File: config.mk
export PLATFORM = sky130hd
export DESIGN_NAME = btn_conditioner
export DESIGN_NICKNAME = d
export VERILOG_FILES = /design/src/rtl/btn_pkg.sv /design/src/rtl/btn_debounce_ch.sv /design/src/rtl/btn_conditioner.sv
export SDC_FILE = /design/constraint.sdc
export NUM_CORES = 1
export LEC_CHECK = 0
export ABC_AREA = 1
export BUFFER_PORTS_ARGS = -buffer_cell sky130_fd_sc_hd__buf_2
export CAP_MARGIN = 10
export CORE_ASPECT_RATIO = 0.5
export CORE_MARGIN = 2
export CORE_UTILIZATION = 59
export CTS_CLUSTER_SIZE = 20
export DETAILED_ROUTE_END_ITERATION = 16
export HOLD_SLACK_MARGIN = 0.08
export PLACE_DENSITY = 0.73
export SYNTH_ARGS = -nofsm -noshare
export SYNTH_HDL_FRONTEND = slang
export SYNTH_SLANG_ARGS = --single-unit
File: constraint.sdc
create_clock -name clk -period 2.7 [get_ports clk]
set_clock_uncertainty 0.1 [all_clocks]
set_input_delay 0.54 -clock clk [delete_from_list [all_inputs] [get_ports clk]]
set_output_delay 0.54 -clock clk [all_outputs]
set_load 0.005 [all_outputs]
File: src/rtl/btn_pkg.sv
// Shared types, default timing constants and the counter-width helper for the
// pushbutton conditioner.
package btn_pkg;

  typedef enum logic [1:0] {
    IDLE       = 2'd0,
    PRESS_WAIT = 2'd1,
    HELD       = 2'd2,
    REL_WAIT   = 2'd3
  } btn_state_t;

  localparam int DEFAULT_NUM_BTN         = 4;
  localparam int DEFAULT_DEBOUNCE_CYCLES = 1_000_000;
  localparam int DEFAULT_REPEAT_DELAY    = 50_000_000;
  localparam int DEFAULT_REPEAT_PERIOD   = 10_000_000;

  // Returns ceil(log2(value)), never less than 1 so a counter always has a bit.
  function automatic int clog2(input int value);
    int width;
    width = 0;
    while ((1 << width) < value) width++;
    return (width < 1) ? 1 : width;
  endfunction

endpackage

File: src/rtl/btn_debounce_ch.sv
// One pushbutton channel: 2-FF synchroniser, debounce FSM and registered
// press/release strobes. Auto-repeat is built only when AUTOREPEAT_EN is defined.
module btn_debounce_ch
  import btn_pkg::*;
#(
  parameter int DEBOUNCE_CYCLES = DEFAULT_DEBOUNCE_CYCLES,
  parameter int REPEAT_DELAY    = DEFAULT_REPEAT_DELAY,
  parameter int REPEAT_PERIOD   = DEFAULT_REPEAT_PERIOD
) (
  input  logic clk,
  input  logic rst,
  input  logic btnRaw,
  output logic btnLevel,
  output logic btnPress,
  output logic btnRelease
);

  localparam int CntW = clog2(DEBOUNCE_CYCLES);
  localparam logic [CntW-1:0] CntLast = CntW'(DEBOUNCE_CYCLES - 1);
  localparam logic [CntW-1:0] CntOne  = CntW'(1);

  if (DEBOUNCE_CYCLES < 2 || REPEAT_DELAY < 1 || REPEAT_PERIOD < 1) begin : gBadParams
    $error("btn_debounce_ch: DEBOUNCE_CYCLES must be >= 2 and repeat timings >= 1");
  end

  logic [1:0]      syncFf;
  logic            btnSync;
  btn_state_t      state, nextState;
  logic [CntW-1:0] cnt, nextCnt;
  logic            nextLevel, nextPress, nextRelease;

  assign btnSync = syncFf[1];

`ifdef AUTOREPEAT_EN
  localparam int RptW = clog2((REPEAT_DELAY > REPEAT_PERIOD) ? REPEAT_DELAY : REPEAT_PERIOD);
  localparam logic [RptW-1:0] RptDelayLast  = RptW'(REPEAT_DELAY - 1);
  localparam logic [RptW-1:0] RptPeriodLast = RptW'(REPEAT_PERIOD - 1);

  // rptArmed marks that the first (long) delay has elapsed; later pulses use the period.
  logic [RptW-1:0] rptCnt, nextRptCnt;
  logic            rptArmed, nextRptArmed;
  logic [RptW-1:0] rptLimit;

  assign rptLimit = rptArmed ? RptPeriodLast : RptDelayLast;
`endif

  // NOTE: sequential state uses non-blocking assignments so every register
  // samples the pre-edge values, independent of statement order.
  always_ff @(posedge clk) begin
    if (rst) begin
      syncFf     <= '0;
      state      <= IDLE;
      cnt        <= '0;
      btnLevel   <= 1'b0;
      btnPress   <= 1'b0;
      btnRelease <= 1'b0;
    end else begin
      syncFf     <= {syncFf[0], btnRaw};
      state      <= nextState;
      cnt        <= nextCnt;
      btnLevel   <= nextLevel;
      btnPress   <= nextPress;
      btnRelease <= nextRelease;
    end
  end

`ifdef AUTOREPEAT_EN
  always_ff @(posedge clk) begin
    if (rst) begin
      rptCnt   <= '0;
      rptArmed <= 1'b0;
    end else begin
      rptCnt   <= nextRptCnt;
      rptArmed <= nextRptArmed;
    end
  end
`endif

  // NOTE: every output of this block gets a default first, so no path can
  // leave a signal unassigned and infer a latch.
  always_comb begin
    nextState   = state;
    nextCnt     = cnt;
    nextLevel   = btnLevel;
    nextPress   = 1'b0;
    nextRelease = 1'b0;
`ifdef AUTOREPEAT_EN
    nextRptCnt   = rptCnt;
    nextRptArmed = rptArmed;
`endif

    unique case (state)
      IDLE: begin
        if (btnSync) begin
          nextState = PRESS_WAIT;
          nextCnt   = CntOne;
        end
      end

      PRESS_WAIT: begin
        if (!btnSync) begin
          nextState = IDLE;
          nextCnt   = '0;
        end else if (cnt == CntLast) begin
          nextState = HELD;
          nextCnt   = '0;
          nextLevel = 1'b1;
          nextPress = 1'b1;
`ifdef AUTOREPEAT_EN
          nextRptCnt   = '0;
          nextRptArmed = 1'b0;
`endif
        end else begin
          nextCnt = cnt + CntOne;
        end
      end

      HELD: begin
        if (!btnSync) begin
          nextState = REL_WAIT;
          nextCnt   = CntOne;
        end else begin
`ifdef AUTOREPEAT_EN
          if (rptCnt == rptLimit) begin
            nextPress    = 1'b1;
            nextRptCnt   = '0;
            nextRptArmed = 1'b1;
          end else begin
            nextRptCnt = rptCnt + 1'b1;
          end
`endif
        end
      end

      REL_WAIT: begin
        // The repeat count is left untouched here so a release bounce resumes it.
        if (btnSync) begin
          nextState = HELD;
          nextCnt   = '0;
        end else if (cnt == CntLast) begin
          nextState   = IDLE;
          nextCnt     = '0;
          nextLevel   = 1'b0;
          nextRelease = 1'b1;
`ifdef AUTOREPEAT_EN
          nextRptCnt   = '0;
          nextRptArmed = 1'b0;
`endif
        end else begin
          nextCnt = cnt + CntOne;
        end
      end

      default: begin
        nextState = IDLE;
        nextCnt   = '0;
      end
    endcase
  end

endmodule

File: src/rtl/btn_conditioner.sv
// Pushbutton conditioner: NUM_BTN independent synchronise/debounce channels.
// Optional auto-repeat of btn_press is enabled by defining AUTOREPEAT_EN.
module btn_conditioner
  import btn_pkg::*;
#(
  parameter int NUM_BTN         = DEFAULT_NUM_BTN,
  parameter int DEBOUNCE_CYCLES = DEFAULT_DEBOUNCE_CYCLES,
  parameter int REPEAT_DELAY    = DEFAULT_REPEAT_DELAY,
  parameter int REPEAT_PERIOD   = DEFAULT_REPEAT_PERIOD
) (
  input  logic               clk,
  input  logic               rst,
  input  logic [NUM_BTN-1:0] btn_raw,
  output logic [NUM_BTN-1:0] btn_level,
  output logic [NUM_BTN-1:0] btn_press,
  output logic [NUM_BTN-1:0] btn_release
);

  for (genvar i = 0; i < NUM_BTN; i++) begin : gCh
    btn_debounce_ch #(
      .DEBOUNCE_CYCLES(DEBOUNCE_CYCLES),
      .REPEAT_DELAY   (REPEAT_DELAY),
      .REPEAT_PERIOD  (REPEAT_PERIOD)
    ) uCh (
      .clk       (clk),
      .rst       (rst),
      .btnRaw    (btn_raw[i]),
      .btnLevel  (btn_level[i]),
      .btnPress  (btn_press[i]),
      .btnRelease(btn_release[i])
    );
  end

endmodule
==> results.json <==
{
  "drc": 0,
  "post-place-ws_ps": 912,
  "drive_above_1_share_pct": 10.1,
  "overflow": 0,
  "drt_iter0_drc": 392,
  "crit_buf_inv": 0,
  "final_area_sq_mm": 0.00654,
  "num-nets-final": 971,
  "placed_cells": 1090,
  "first_global_vias": 5081,
  "cts_hold_buf": 0,
  "fin_tns_setup_ps": 0,
  "required_ps": 2880,
  "antenna_found_initial": 0,
  "synthToLayoutAreaGrowth_pct": 5.64,
  "yosysMostFrequentCell": "nand2_1",
  "holdCritStartpoint": "gCh[1].uCh.syncFf[0]",
  "htree_levels": 3,
  "syn_area_sq_mm": 0.00619,
  "synth_top_area_share_pct": 34.9,
  "ys_ff_latch": 108,
  "peakVddDrop_mv": 0.357,
  "rsz0062_at_grt": "false",
  "post_cts_buffers": 0,
  "globalplace.congestion": 0.855,
  "synth.distinct_cells": 43,
  "drv_slew": 0,
  "start_util_pct": 60.6,
  "crit_type": "reg -> reg",
  "reg2reg_to": "gCh[3].uCh.cnt[18]",
  "cp.arrival_ps": 1970,
  "fmax_mhz": 558,
  "cts_tree": "done",
  "period_needed_ps": 1790,
  "numCtsBuffers": 9,
  "grt_usage_pct": 23.9,
  "min_period_over_period_pct": 66.4,
  "dieHeight_um": 76.5,
  "crit_path_end_kind": "register",
  "post_drt_wl_per_cell_um": 11.9,
  "insertedDiodeCount": 0,
  "synthTopCellsByArea": "dfxtp_1 35%, nand2_1 18%, nor2_1 7.9%",
  "maxCapViolCount": 0,
  "synth_common_cells": "291 x nand2_1, 131 x nor2_1, 108 x dfxtp_1",
  "cpMostUsedCell": "nand2_1",
  "max-slew-margin-rel_pct": 48.6,
  "fin_util_pct": 64.1,
  "status": "complete, no violations",
  "hold_path.class": "reg -> reg",
  "cts.repair.resized": 0,
  "synthFlopType": "dfxtp_1",
  "stdcell_count": 1105,
  "finalWirelength_mm": 13.1,
  "syn_avg_cell_area_sq_um": 6.41,
  "clkTransAtPathRegs_ps": 70,
  "r2r-start": "gCh[3].uCh.cnt[1]",
  "grt_pass1_wl_mm": 22.7,
  "cts-root-buf": "clkbuf_16",
  "synth_nets": 976,
  "portBuffers": 17,
  "min_to": "gCh[1].uCh.syncFf[1]",
  "synth-async-reset-ratio_pct": 0,
  "firstDrtPassIters": 5,
  "synth.largest_area_cell": "dfxtp_1",
  "min_path_cells": 2,
  "die_w_um": 149,
  "clkLatencyLatePin_ps": 340,
  "hpwlAfterDp_mm": 9.10,
  "ioPinCount": 18,
  "grt_max_degree": 62,
  "ys_warn_count": 0,
  "synth_edf_count": 0,
  "setup_viol": 0,
  "crit_path_top_delay_cell": "dfxtp_1",
  "place_area_sq_mm": 0.00623,
  "power_density_mw_per_mm2": 473,
  "worstRegToRegCells": 9,
  "synthCells": 966,
  "p_leak_nw": 2.33,
  "finalWorstSetupSlack_ps": 908,
  "tightest_slew_ps": 768,
  "fillers": 961,
  "max_stage_delay_ps": 370,
  "start_kind": "register",
  "num_rows": 26,
  "antenna_left": 0,
  "crit_family": "simple AND/OR/NAND/NOR gates",
  "cts_sinks": 108,
  "clk_path_buf_depth": 2,
  "crit_chain": "ha_1 > nand2_1 > nor2_1 > nand2_2 > nor2_2 > nand3_1 > nand2_1 > nand2_1 > a21oi_2",
  "viasPerCell": 5.33,
  "r2r_setup_slack_ps": 910,
  "vias": 5892,
  "ys_seq_area_share_pct": 34.9,
  "hold_viol_final": 0,
  "dieArea_sq_mm": 0.0114,
  "critical_path.max_fanout": 6,
  "core_area_sq_mm": 0.0102
}
metal layers:
layer,vias up,track usage [%],part of all wire (%)
met2,138,39.1,45
li1,3056,-,-
met5,-,0,0
met3,22,5.15,4.6
met4,0,4.95,1.3
met1,2676,32.8,49
kinds of logic after synthesis:
family,count (synthesis),synth area share (%)
AO/OA/AOI/OAI,132,11.7
XOR/XNOR,4,0.566
adder cells (fa/ha/maj),4,0.808
buffers and inverters,151,10.9
flip-flops,108,34.9
AND/OR/NAND/NOR,567,41.1
worst register-to-register path: cells and delay by family (launching register included):
kind,cells,cell delay (ps)
AOI/OAI and AO/OA,1,110
adders and majority gates,1,200
DFF,1,370
and+or+nand+nor,7,960
how the worst max path moves through the flow:
stage	from	endpoint	slack, ps	cells past startpoint
floorplan	gCh[0].uCh.cnt[0]	gCh[0].uCh.cnt[3]	1130	9
global placement	gCh[3].uCh.cnt[0]	gCh[3].uCh.cnt[18]	960	9
detailed placement	gCh[0].uCh.cnt[0]	gCh[0].uCh.cnt[14]	910	8
CTS	register	gCh[1].uCh.cnt[8]	910	7
global route	gCh[3].uCh.cnt[1]	gCh[3].uCh.cnt[18]	690	9
finish	gCh[3].uCh.cnt[1]	gCh[3].uCh.cnt[18]	910	9
layout make-up:
class                           count  area [sq um]  share of cell area, %
Sequential cell                   108          2160                   33.0
Timing Repair Buffer               19           100                   1.53
Inverter                          116           440                   6.73
Multi-Input combinational cell    707          3350                   51.3
Tap cell                          140           175                   2.68
Clock buffer                       12           267                   4.07
Clock inverter                      3          45.0                  0.688
placed cells by master (no fill, tap or decap), types with 6 or more instances in the layout:
cell / instances
a21oi_1: 62
a21oi_2: 9
buf_2: 17
clkbuf_16: 9
dfxtp_1: 108
inv_1: 106
inv_2: 7
nand2_1: 291
nand2_2: 13
nand3_1: 54
nand3_2: 9
nand4_1: 23
nor2_1: 131
nor2_2: 6
nor2_4: 7
nor3_1: 11
o21ai_0: 44
o22ai_1: 10
power by group:
group | switching (mW) | internal, mW | total, mW
sequential | 0.00987 | 1.60 | 1.61
clock | 0.582 | 0.791 | 1.37
combinational | 0.0848 | 0.0238 | 0.109
stage by stage:
step,power [mW],hold slack (ps)
6_report,3.10,305
5_1_grt,3.21,304
4_1_cts,3.13,299
3_5_place_dp,1.76,295
3_3_place_gp,1.76,293
2_1_floorplan,1.73,288
flip-flops by register name (all words and copies together), names as in the netlist, named ones only:
name	flops
gCh.uCh.cnt	80
gCh.uCh.syncFf	8
gCh.uCh.btnLevel	4
gCh.uCh.btnPress	4
gCh.uCh.btnRelease	4
gCh.uCh.state	4
(Power assumes the default switching activity.)
